**config.mk**
```make
export PLATFORM = sky130hd
export DESIGN_NAME = fifo_word_packer
export DESIGN_NICKNAME = d
export VERILOG_FILES = /design/src/rtl/fifo_word_packer_pkg.sv /design/src/rtl/fifo_packer_timer.sv /design/src/rtl/fifo_word_packer.sv
export SDC_FILE = /design/constraint.sdc
export NUM_CORES = 1
export LEC_CHECK = 0
export ABC_AREA = 0
export CORE_MARGIN = 5
export CORE_UTILIZATION = 51
export DETAILED_ROUTE_END_ITERATION = 8
export GPL_TIMING_DRIVEN = 0
export HOLD_SLACK_MARGIN = 0.02
export PLACE_DENSITY_LB_ADDON = 0.12
export SLEW_MARGIN = 25
export SYNTH_ARGS = -nofsm -noshare
export SYNTH_HDL_FRONTEND = slang
export SYNTH_SLANG_ARGS = --single-unit
```
**constraint.sdc**
```tcl
create_clock -name clk_i -period 2.6 [get_ports clk_i]
set_input_delay 0.52 -clock clk_i [delete_from_list [all_inputs] [get_ports clk_i]]
set_output_delay 0.52 -clock clk_i [all_outputs]
set_load 0.02 [all_outputs]
```
**src/rtl/fifo_word_packer_pkg.sv**
```systemverilog
// fifo_word_packer_pkg: packer state encodings, default geometry and error-counter width
package fifo_word_packer_pkg;
  typedef enum logic {
    FILL = 1'b0,
    HOLD = 1'b1
  } state_e;
  localparam int DEF_WIDTH   = 8;
  localparam int DEF_LANES   = 4;
  localparam int DEF_TIMEOUT = 16;
  localparam int ERR_CNT_W   = 8;
endpackage

```
**src/rtl/fifo_packer_timer.sv**
```systemverilog
// fifo_packer_timer: idle counter that pulses flush_o on the TIMEOUT-th consecutive idle cycle
module fifo_packer_timer
  import fifo_word_packer_pkg::*;
#(
  parameter int TIMEOUT = DEF_TIMEOUT
) (
  input  logic clk_i,
  input  logic rst_i,
  input  logic inc_i,
  output logic flush_o
);
  localparam int TW = $clog2(TIMEOUT + 1);
  logic [TW-1:0] cnt_q, cnt_d;
  assign cnt_d   = inc_i ? cnt_q + 1'b1 : '0;
  assign flush_o = inc_i && cnt_q == TW'(TIMEOUT - 1);
  // idle counter; any non-idle cycle (a read, an empty word, or HOLD) restarts it
  always_ff @(posedge clk_i)
    cnt_q <= rst_i ? '0 : cnt_d;
endmodule

```
**src/rtl/fifo_word_packer.sv**
```systemverilog
// fifo_word_packer: drains FIFO entries into LANES-wide words on a valid/ready port; PACKER_TIMEOUT_EN flushes partial words
module fifo_word_packer
  import fifo_word_packer_pkg::*;
#(
  parameter int WIDTH   = DEF_WIDTH,
  parameter int LANES   = DEF_LANES,
  parameter int TIMEOUT = DEF_TIMEOUT
) (
  input  logic                   clk_i,
  input  logic                   rst_i,
  output logic                   rd_en_o,
  input  logic [WIDTH-1:0]       rdata_i,
  input  logic                   empty_i,
  input  logic                   error_i,
  output logic                   m_valid_o,
  input  logic                   m_ready_i,
  output logic [WIDTH*LANES-1:0] m_data_o,
  output logic [LANES-1:0]       m_keep_o,
  output logic [ERR_CNT_W-1:0]   err_cnt_o
);
  localparam int LW = $clog2(LANES) + 1;
  state_e                 state_q, state_d;
  logic [LW-1:0]          lane_q, lane_d;
  logic                   pend_q;
  logic [WIDTH*LANES-1:0] data_q, data_d;
  logic [LANES-1:0]       keep_q, keep_d;
  logic                   valid_q, valid_d;
  logic [ERR_CNT_W-1:0]   err_q, err_d;
  logic                   flush;
  assign rd_en_o = !rst_i && !empty_i && state_q == FILL &&
                   (lane_q + {{(LW-1){1'b0}}, pend_q}) < LW'(LANES);
`ifdef PACKER_TIMEOUT_EN
  fifo_packer_timer #(.TIMEOUT(TIMEOUT)) u_timer (
    .clk_i   (clk_i),
    .rst_i   (rst_i),
    .inc_i   (state_q == FILL && lane_q != '0 && !pend_q && empty_i),
    .flush_o (flush)
  );
`else
  assign flush = TIMEOUT < 0;
`endif
  assign err_d     = (error_i && err_q != '1) ? err_q + 1'b1 : err_q;
  assign m_valid_o = valid_q;
  assign m_data_o  = data_q;
  assign m_keep_o  = keep_q;
  assign err_cnt_o = err_q;
  // capture returning entries into the next free lane, present the word, clear it on acceptance
  always_comb begin
    state_d = state_q;
    lane_d  = lane_q;
    data_d  = data_q;
    keep_d  = keep_q;
    valid_d = valid_q;
    if (state_q == HOLD) begin
      if (m_ready_i) begin
        state_d = FILL;
        lane_d  = '0;
        data_d  = '0;
        keep_d  = '0;
        valid_d = 1'b0;
      end
    end else begin
      if (pend_q) begin
        for (int l = 0; l < LANES; l++)
          if (lane_q == LW'(l)) begin
            data_d[l*WIDTH +: WIDTH] = rdata_i;
            keep_d[l]                = 1'b1;
          end
        lane_d = lane_q + 1'b1;
      end
      if ((pend_q && lane_q == LW'(LANES - 1)) || flush) begin
        state_d = HOLD;
        valid_d = 1'b1;
      end
    end
  end
  // state, lane storage, read pipeline flag and saturating error count
  always_ff @(posedge clk_i) begin
    if (rst_i) begin
      state_q <= FILL;
      lane_q  <= '0;
      pend_q  <= 1'b0;
      data_q  <= '0;
      keep_q  <= '0;
      valid_q <= 1'b0;
      err_q   <= '0;
    end else begin
      state_q <= state_d;
      lane_q  <= lane_d;
      pend_q  <= rd_en_o;
      data_q  <= data_d;
      keep_q  <= keep_d;
      valid_q <= valid_d;
      err_q   <= err_d;
    end
  end
endmodule
```
# Yosys cells after proc, flatten, opt, wreduce, memory -nomap -nowiden
# Cells that the tools add are included.
[totals]
register_bits = 50
inputBits = 13
out_inout_bits = 46
elab_cells = 66
[classes]
add_sub_neg = 3
magnitude_cmp = 1
eq_ne = 5
n_mux = 23
n_bitwise = 1
n_reduce_logical = 20
[ops]
columns = ["operator", "count"]
rows = [
  ["two-way mux 32 bit", 3],
  ["two-way mux 8 bit", 4],
  ["two-way mux 4 bit", 3],
  ["AND reduction 3 bit", 4],
  ["nonzero test 2 bit", 6],
  ["two-way mux 1 bit", 10],
  ["two-way mux 3 bit", 3],
  ["adder 8 x 1 -> 8 bit, second input constant", 1],
  ["!= test 8 bit, second input constant", 1],
  ["equality test 3 x 2 -> 1 bit, second input constant", 2],
  ["logical AND 1 bit", 5],
  ["AND reduction 2 bit", 2],
  ["adder 3 x 1 -> 3 bit", 1],
  ["adder 3 x 1 -> 3 bit, second input constant", 1],
  ["equality test 3 x 1 -> 1 bit, second input constant", 1],
  ["zero test 3 bit", 1],
  ["< comparator 3 bit, second input constant", 1],
  ["zero test 1 bit", 2],
  ["!= test 2 bit, second input constant", 1],
  ["NOT 1 bit", 1],
]

# Longest topological paths before layout
[depth]
depth_word = 4
mapped_depth = 7
depth_no_buf = 5

# Worst setup path after synthesis
# Ideal clock, no wire load.
[synth_timing]
kind = "input-to-output"
start = "in rst_i"
end = "out rd_en_o"
arrival_ps = 1519
t_required_ps = 2080
slack_ps = 561
cell_stages = 3
path_buffers = 2
cell_sequence = "buf_2 -> buf_2 -> nor4_1"
[synth_between]
elab_chain_len = 4
[synth_lines]
columns = ["element", "line", "source"]
rows = [
  ["from (decl)", "fifo_word_packer.sv:10", "input logic rst_i,"],
  ["zero test 1 bit", "fifo_word_packer.sv:30", "assign rd_en_o = !rst_i && !empty_i && state_q == FILL &&"],
  ["logical AND 1 bit (3 in a row)", "fifo_word_packer.sv:30", ""],
  ["to (decl)", "fifo_word_packer.sv:11", "output logic rd_en_o,"],
]
# No other way between the ends.

# Worst setup path after layout
[layout_timing]
start = "reg pend_q"
end = "out rd_en_o"
[layout_between]
elab_chain_len = 3
[layout_lines]
columns = ["element", "line", "source"]
rows = [
  ["from (decl)", "fifo_word_packer.sv:24", "logic pend_q;"],
  ["from (signal assigned)", "fifo_word_packer.sv:90", "pend_q <= rd_en_o;"],
  ["adder 3 x 1 -> 3 bit", "fifo_word_packer.sv:31", "(lane_q + {{(LW-1){1'b0}}, pend_q}) < LW'(LANES);"],
  ["< comparator 3 bit", "fifo_word_packer.sv:31", ""],
  ["logical AND 1 bit", "fifo_word_packer.sv:30", ""],
]
# No other way between the ends.

==> summary.md <==
| Metric | Value |
|---|---|
| MaxCap Viol Count | 0 |
| RSZ-0062 raised after global routing | false |
| Worst Path Arrival | 1.63 ns |
| Largest family of logic cells by synthesized area | simple AND/OR/NAND/NOR gates |
| CTS tree | yes |
| Setup ws final | 0.452 ns |
| DPL Wire Length | 3740 um |
| Vias in the first global route | 1826 |
| Top cell type's share of synthesized area | 47.7% |
| GR peak layer | met2 |
| Skew final | 0.00980 ns |
| Placement Cell Area | 2730 um^2 |
| Sw power | 0.351 mW |
| Final wirelength | 5150 um |
| Ports | 59 |
| Sw Ratio | 25.3% |
| Number of synthesis warnings | 0 |
| R2r setup slk | 1.06 ns |
| Final Hold Fails | 0 |
| Initial antenna violation count | 0 |
| Later-pin clock latency in the skew report | 0.30 ns |
| XOR/XNOR share of the synthesized area | 0.417% |
| Clock power frac | 32.3% |
| Sequential fraction of the synthesis area | 47.7% |
| WP data required | 2.08 ns |
| Peak VDD IR | 0.380 mV |
| Die area | 5500 um^2 |
| Slew Limit Headroom | 68.4% |
| Final Cell Area | 2830 um^2 |
| Met3 Usage GRT | 3.65% |
| IO buf count | 57 |
| FF-to-FF End | err_cnt_o[5]$_SDFFE_PP0P_ |
| FP Rows | 23 |
| Worst Setup End Kind | output port |
| 1st-iter DRT viols | 135 |
| Residual DRC | 0 |
| Post-synthesis simple-gate area fraction | 26.4% |
| Post-synthesis cell count | 245 |
| CTS Buf Count | 5 |
| Worst hold path type | flop to flop |
| Setup Total Neg Slack | 0 ns |
| Combinational Power Share | 10.3% |
| Drt wl/cell | 14.3 um |
| Worst-Margin Slew | 0.473 ns |
| CTS root buffer | clkbuf_8 |
| GR met1 Demand/Resource | 26.8% |
| Worst Reg2Reg Path Length in Cells | 4 |
| Layout fillers | 345 |
| Core area | 4000 um^2 |
| Syn avg cell area | 8.57 um^2 |
| Status | completed |
| Die Span Y | 74.2 um |
| P&R area growth vs syn | 34.6% |
| Synth area leader | dfxtp_1 |
| Synth top area cells | dfxtp_1, a21oi_1, nand3_1, nand2_1, ha_1 |
| Mux cell area share after synthesis | 2.56% |
| Layout cells sized above 1 | 7.74% |
| Clk slew on worst S/H paths | 0.10 ns |
| ANT nets after route | 0 |
| Synth Area in Compound Gates | 13.9% |
| Library cells used by synthesis | 35 |
| Crit-path max FO | 10 |
| DR vias/cell | 5.36 |
| Clock Sinks | 50 |
| Min cycle time layout | 2.15 ns |
| Final period utilization | 82.6% |
| Leak | 0.992 nW |
| Total nets after synthesis | 264 |
| Maximum clock frequency | 0.466 GHz |
| Htree depth | 2 |
| Grt ovf | 0 |
| Critical Path Start Type | flop |
| Internal power | 1.04 mW |
| Die X | 74.2 um |
| Largest net degree at the start of global routing | 17 |
| CP Class | flop to output port |
| P per Cell Area | 491 nW/um^2 |
| Vias | 1930 |
| Place WS | 0.246 ns |
| Setup bufs post-CTS | 0 |
| GP Congestion | 0.776 |
| Worst setup startpoint | pend_q$_SDFF_PP0_ |
| Slew Viols, Final | 0 |
| Crit path to | rd_en_o |
| Synth Area in Adders | 3.58% |
| Ant diodes | 0 |
| First-pass iteration count of the detailed router | 4 |
| Final setup viols | 0 |
| Worst R2R Start | err_cnt_o[0]$_SDFFE_PP0P_ |
| Final nets | 328 |
| Clock Path Buffers | 2 |
| Met2 usage | 32.1% |
| Initial core utilization | 52.5% |
| Total track usage | 20.0% |
| Seq cells post-synth | 50 |
| Seq pwr share | 57.4% |
| Post-Syn Area | 2100 um^2 |
| First-pass GRT wire length | 8550 um |
## layout by cell type, fill, tap and decap left out, types with 3 or more instances in the layout
cell type / Yosys / routed
clkdlybuf4s50_1: 0 / 56
dfxtp_1: 50 / 50
a21oi_1: 44 / 44
nand3_1: 35 / 35
nand2_1: 33 / 33
buf_2: 11 / 11
nor2_1: 11 / 11
ha_1: 6 / 6
inv_1: 5 / 5
clkbuf_8: 0 / 5
clkbuf_1: 4 / 4
and4bb_1: 3 / 3
nand4bb_1: 3 / 3
buf_1: 3 / 3
nor2b_1: 3 / 3
mux2_1: 3 / 3
nand2b_1: 3 / 3
## cell families (layout without fill, tap and decap cells)
kind of cell	after synthesis	in the layout
buf+inv	25	90
mux	5	5
compound gates	52	52
xor+xnor	1	1
flops	50	50
simple gates	106	106
fa+ha+maj	6	6
## cell usage after synthesis
| cell | count |
|---|---|
| nor3b_1 | 2 |
| a21boi_0 | 1 |
| nand2b_1 | 3 |
| nand2_1 | 33 |
| nand4_1 | 2 |
| a21oi_1 | 44 |
| mux2i_1 | 2 |
| nor3_1 | 2 |
| nor4_1 | 2 |
| nand4bb_1 | 3 |
| nand3b_1 | 1 |
| nand2_2 | 1 |
| a21boi_2 | 1 |
| inv_1 | 5 |
| a311oi_1 | 1 |
| and3b_1 | 1 |
| nor4b_1 | 1 |
| a32oi_1 | 1 |
| ha_1 | 6 |
| nand3_1 | 35 |
| mux2_1 | 3 |
| and3_1 | 1 |
| and4bb_1 | 3 |
| a211oi_1 | 2 |
| buf_2 | 11 |
| dfxtp_1 | 50 |
| nor2b_1 | 3 |
| buf_4 | 2 |
| xnor2_1 | 1 |
| a211oi_2 | 1 |
| nor2_1 | 11 |
| and4_1 | 2 |
| buf_1 | 3 |
| o21bai_1 | 1 |
| clkbuf_1 | 4 |
## per-stage QoR
| stage | power (mW) | hold WS (ns) | util [%] | std cells |
|---|---|---|---|---|
| final | 1.39 | 0.470 | 70.6 | 360 |
| after floorplan | 0.884 | 0.526 | - | 245 |
| after global placement | 0.954 | 0.453 | 68.3 | 352 |
| after global routing | 1.45 | 0.485 | 70.6 | 360 |
| after detailed placement | 0.957 | 0.458 | 68.3 | 352 |
| after CTS | 1.40 | 0.471 | 70.6 | 360 |
## worst min path at each step
stage / slack, ns / end / cells past startpoint / from
global placement: 0.45 / m_data_o[29]$_SDFFE_PP0P_ / 2 / m_data_o[29]$_SDFFE_PP0P_
finish: 0.47 / m_data_o[10]$_SDFFE_PP0P_ / 2 / m_data_o[10]$_SDFFE_PP0P_
CTS: 0.47 / m_data_o[21]$_SDFFE_PP0P_ / 2 / m_data_o[21]$_SDFFE_PP0P_
global route: 0.48 / m_data_o[10]$_SDFFE_PP0P_ / 2 / m_data_o[10]$_SDFFE_PP0P_
detailed placement: 0.46 / m_data_o[11]$_SDFFE_PP0P_ / 2 / m_data_o[11]$_SDFFE_PP0P_
floorplan: 0.53 / lane_q[1]$_SDFFE_PP0P_ / 2 / lane_q[1]$_SDFFE_PP0P_
## registers in the layout, indices dropped and copies added (netlist names)
signal     count
m_data_o      32
m_keep_o       4
err_cnt_o      8
pend_q         1
state_q        1
m_valid_o      1
lane_q         3
## worst max-delay path, cell delays in order (launching register included)
cell	delay [ns]
dfxtp_1	0.39
buf_2	0.22
nand3_1	0.11
xnor2_1	0.16
nor4_1	0.19
dlymetal6s2s_1	0.26
## power groups by stage
stage                     Clock (mW)  Combinational (mW)  Sequential (mW)
after floorplan                    0              0.0547            0.829
after global placement             0               0.141            0.814
after detailed placement           0               0.143            0.814
after CTS                      0.458               0.144            0.796
after global routing           0.489               0.157            0.799
final                          0.448               0.143            0.796
## layout make-up
| type | instances | area (um^2) | area share [%] |
|---|---|---|---|
| Multi-Input combinational cell | 170 | 983 | 34.8 |
| Clock inverter | 3 | 21.3 | 0.753 |
| Inverter | 5 | 18.8 | 0.664 |
| Buffer | 20 | 96.3 | 3.41 |
| Clock buffer | 5 | 68.8 | 2.44 |
| Sequential cell | 50 | 1000 | 35.4 |
| Tap cell | 50 | 62.6 | 2.21 |
| Timing Repair Buffer | 57 | 573 | 20.3 |
## layer usage
metal  part of all wire [%]  wire length, um
met1                     46             2370
met2                     48             2450
met3                    5.2              269
met4                    1.1               58
met5                      0                0
## what timing repair did
action | CTS | global route
hold buffers | 0 | 0
endpoints found under the hold margin | 0 | 0
gates resized for setup | 0 | 1
setup endpoints to repair | 0 | 1
Power figures use the tool's default switching activity.
==> patch: new RTL, config.mk and constraints unchanged <==
`DEF_LANES`: 4 -> 8.
--- a/src/rtl/fifo_word_packer_pkg.sv
+++ b/src/rtl/fifo_word_packer_pkg.sv
@@ -6,5 +6,5 @@
   } state_e;
   localparam int DEF_WIDTH   = 8;
-  localparam int DEF_LANES   = 4;
+  localparam int DEF_LANES   = 8;
   localparam int DEF_TIMEOUT = 16;
   localparam int ERR_CNT_W   = 8;
Ports: changed (resized m_data_o and m_keep_o); port bits go from 59 to 95. The function was not compared with the original's and may differ.
==> patch against the unedited design <==
Cell area up 91%. Routed wire length increased by 140%. Setup slack worse by 0.35 ns. Sequential cell count rose by 37. Area after synthesis grew 96%. Sequential share of layout area decreased by 3.1 points. Power is 87% higher. Die area is 81% higher.
==> patch: results (changes against the unedited design) <==
Worst setup path
  – Slowest library cell on the worst path: clkdlybuf4s50_1
  – Worst-case reg-to-reg path depth: 7 (+3)

Clocking
  – Worst skew pair latency: 0.35 ns (+0.05 ns)
  – H-tree levels: 3 (+1)
  – Post-cts resize count: 1 (+1)

Drt
  – WL per Instance: 18.8 um (+32%)
  – WL final: 12,200 um (+140%)
  – Met3 WL: 877 um (+230%)
  – WL met2: 5870 um (+140%)

Cells and area
  – Share of cells above drive strength 1: 0.168 (+0.0905)
  – # fillers: 684 (+98%)
  – Largest register FFs: 64 (+100%)
  – Nets@finish: 561 (+71%)

Outcome
  – Status: finished, final reports clean

Synth
  – Top cells by area, synth: dfxtp_1 42%, a21oi_1 9.5%, o211ai_2 9.1%, nand3_1 7.1%, o211ai_1 6.2%
  – Mux cell area share after synthesis: 0.00791 (-0.0177)
  – Yosys cell types: 44 (+26%)
  – Mapped Cells: 438 (+79%)

Placed design
  – PortBufs: 94 (+65%)
  – Routability cong.: 0.883 (+14%)
  – Cells after DPL: 634 (+80%)
  – DP HPWL: 8780 um (+130%)
  – Post-Place Cell Area: 0.00518 mm2 (+90%)

STA
  – Setup Skew: 0.00865 ns (-0.00115 ns)
  – Hold WS: 0.474 ns (+0.00341 ns)

Pwr
  – Pleak: 1.76 nW (+77%)
  – Max VDD drop: 320 uV (-16%)
  – Net Sw Frac: 0.242 (-0.0111)
  – Logic pwr share: 0.082 (-0.021)
  – Sw power: 629 uW (+79%)

Global route
  – Met1 GRT Util: 0.321 (+0.0533)
  – Pin count of the biggest net entering global routing: 15 (-2)
  – Global-route wire length before repair: 19,400 um (+130%)
  – Met3 Use GR: 0.0417 (+0.00521)

Min path
  – Hold Path Sink: m_keep_o[7]
==> patch: area by class of cell <==
cell class	count	area [um2]	area share
plain buffers	50	350	0.0650
clock buffers	10	128	0.0237
clock inverters	6	85.1	0.0158
inverters	4	15.0	0.00278
multi-input cells	297	2010	0.372
flip-flops and latches	87	1740	0.323
well taps	102	128	0.0237
repair buffers	94	940	0.174
==> patch: worst max-delay path by stage <==
stage                     start       to  slack (ns)
after floorplan           rst_i  rd_en_o        0.57
after global routing      rst_i  rd_en_o        0.01
final                     rst_i  rd_en_o        0.11
after detailed placement  rst_i  rd_en_o       -0.21
after global placement    rst_i  rd_en_o       -0.20
after CTS                 rst_i  rd_en_o        0.08
==> patch: worst register-to-register path, stage by stage (launching register included) <==
cell and delay (ns):
dfxtp_1 0.47, inv_1 0.11, ha_1 0.25, and3b_1 0.18, buf_2 0.18, buf_4 0.20
nand3_1 0.11, a21oi_1 0.09
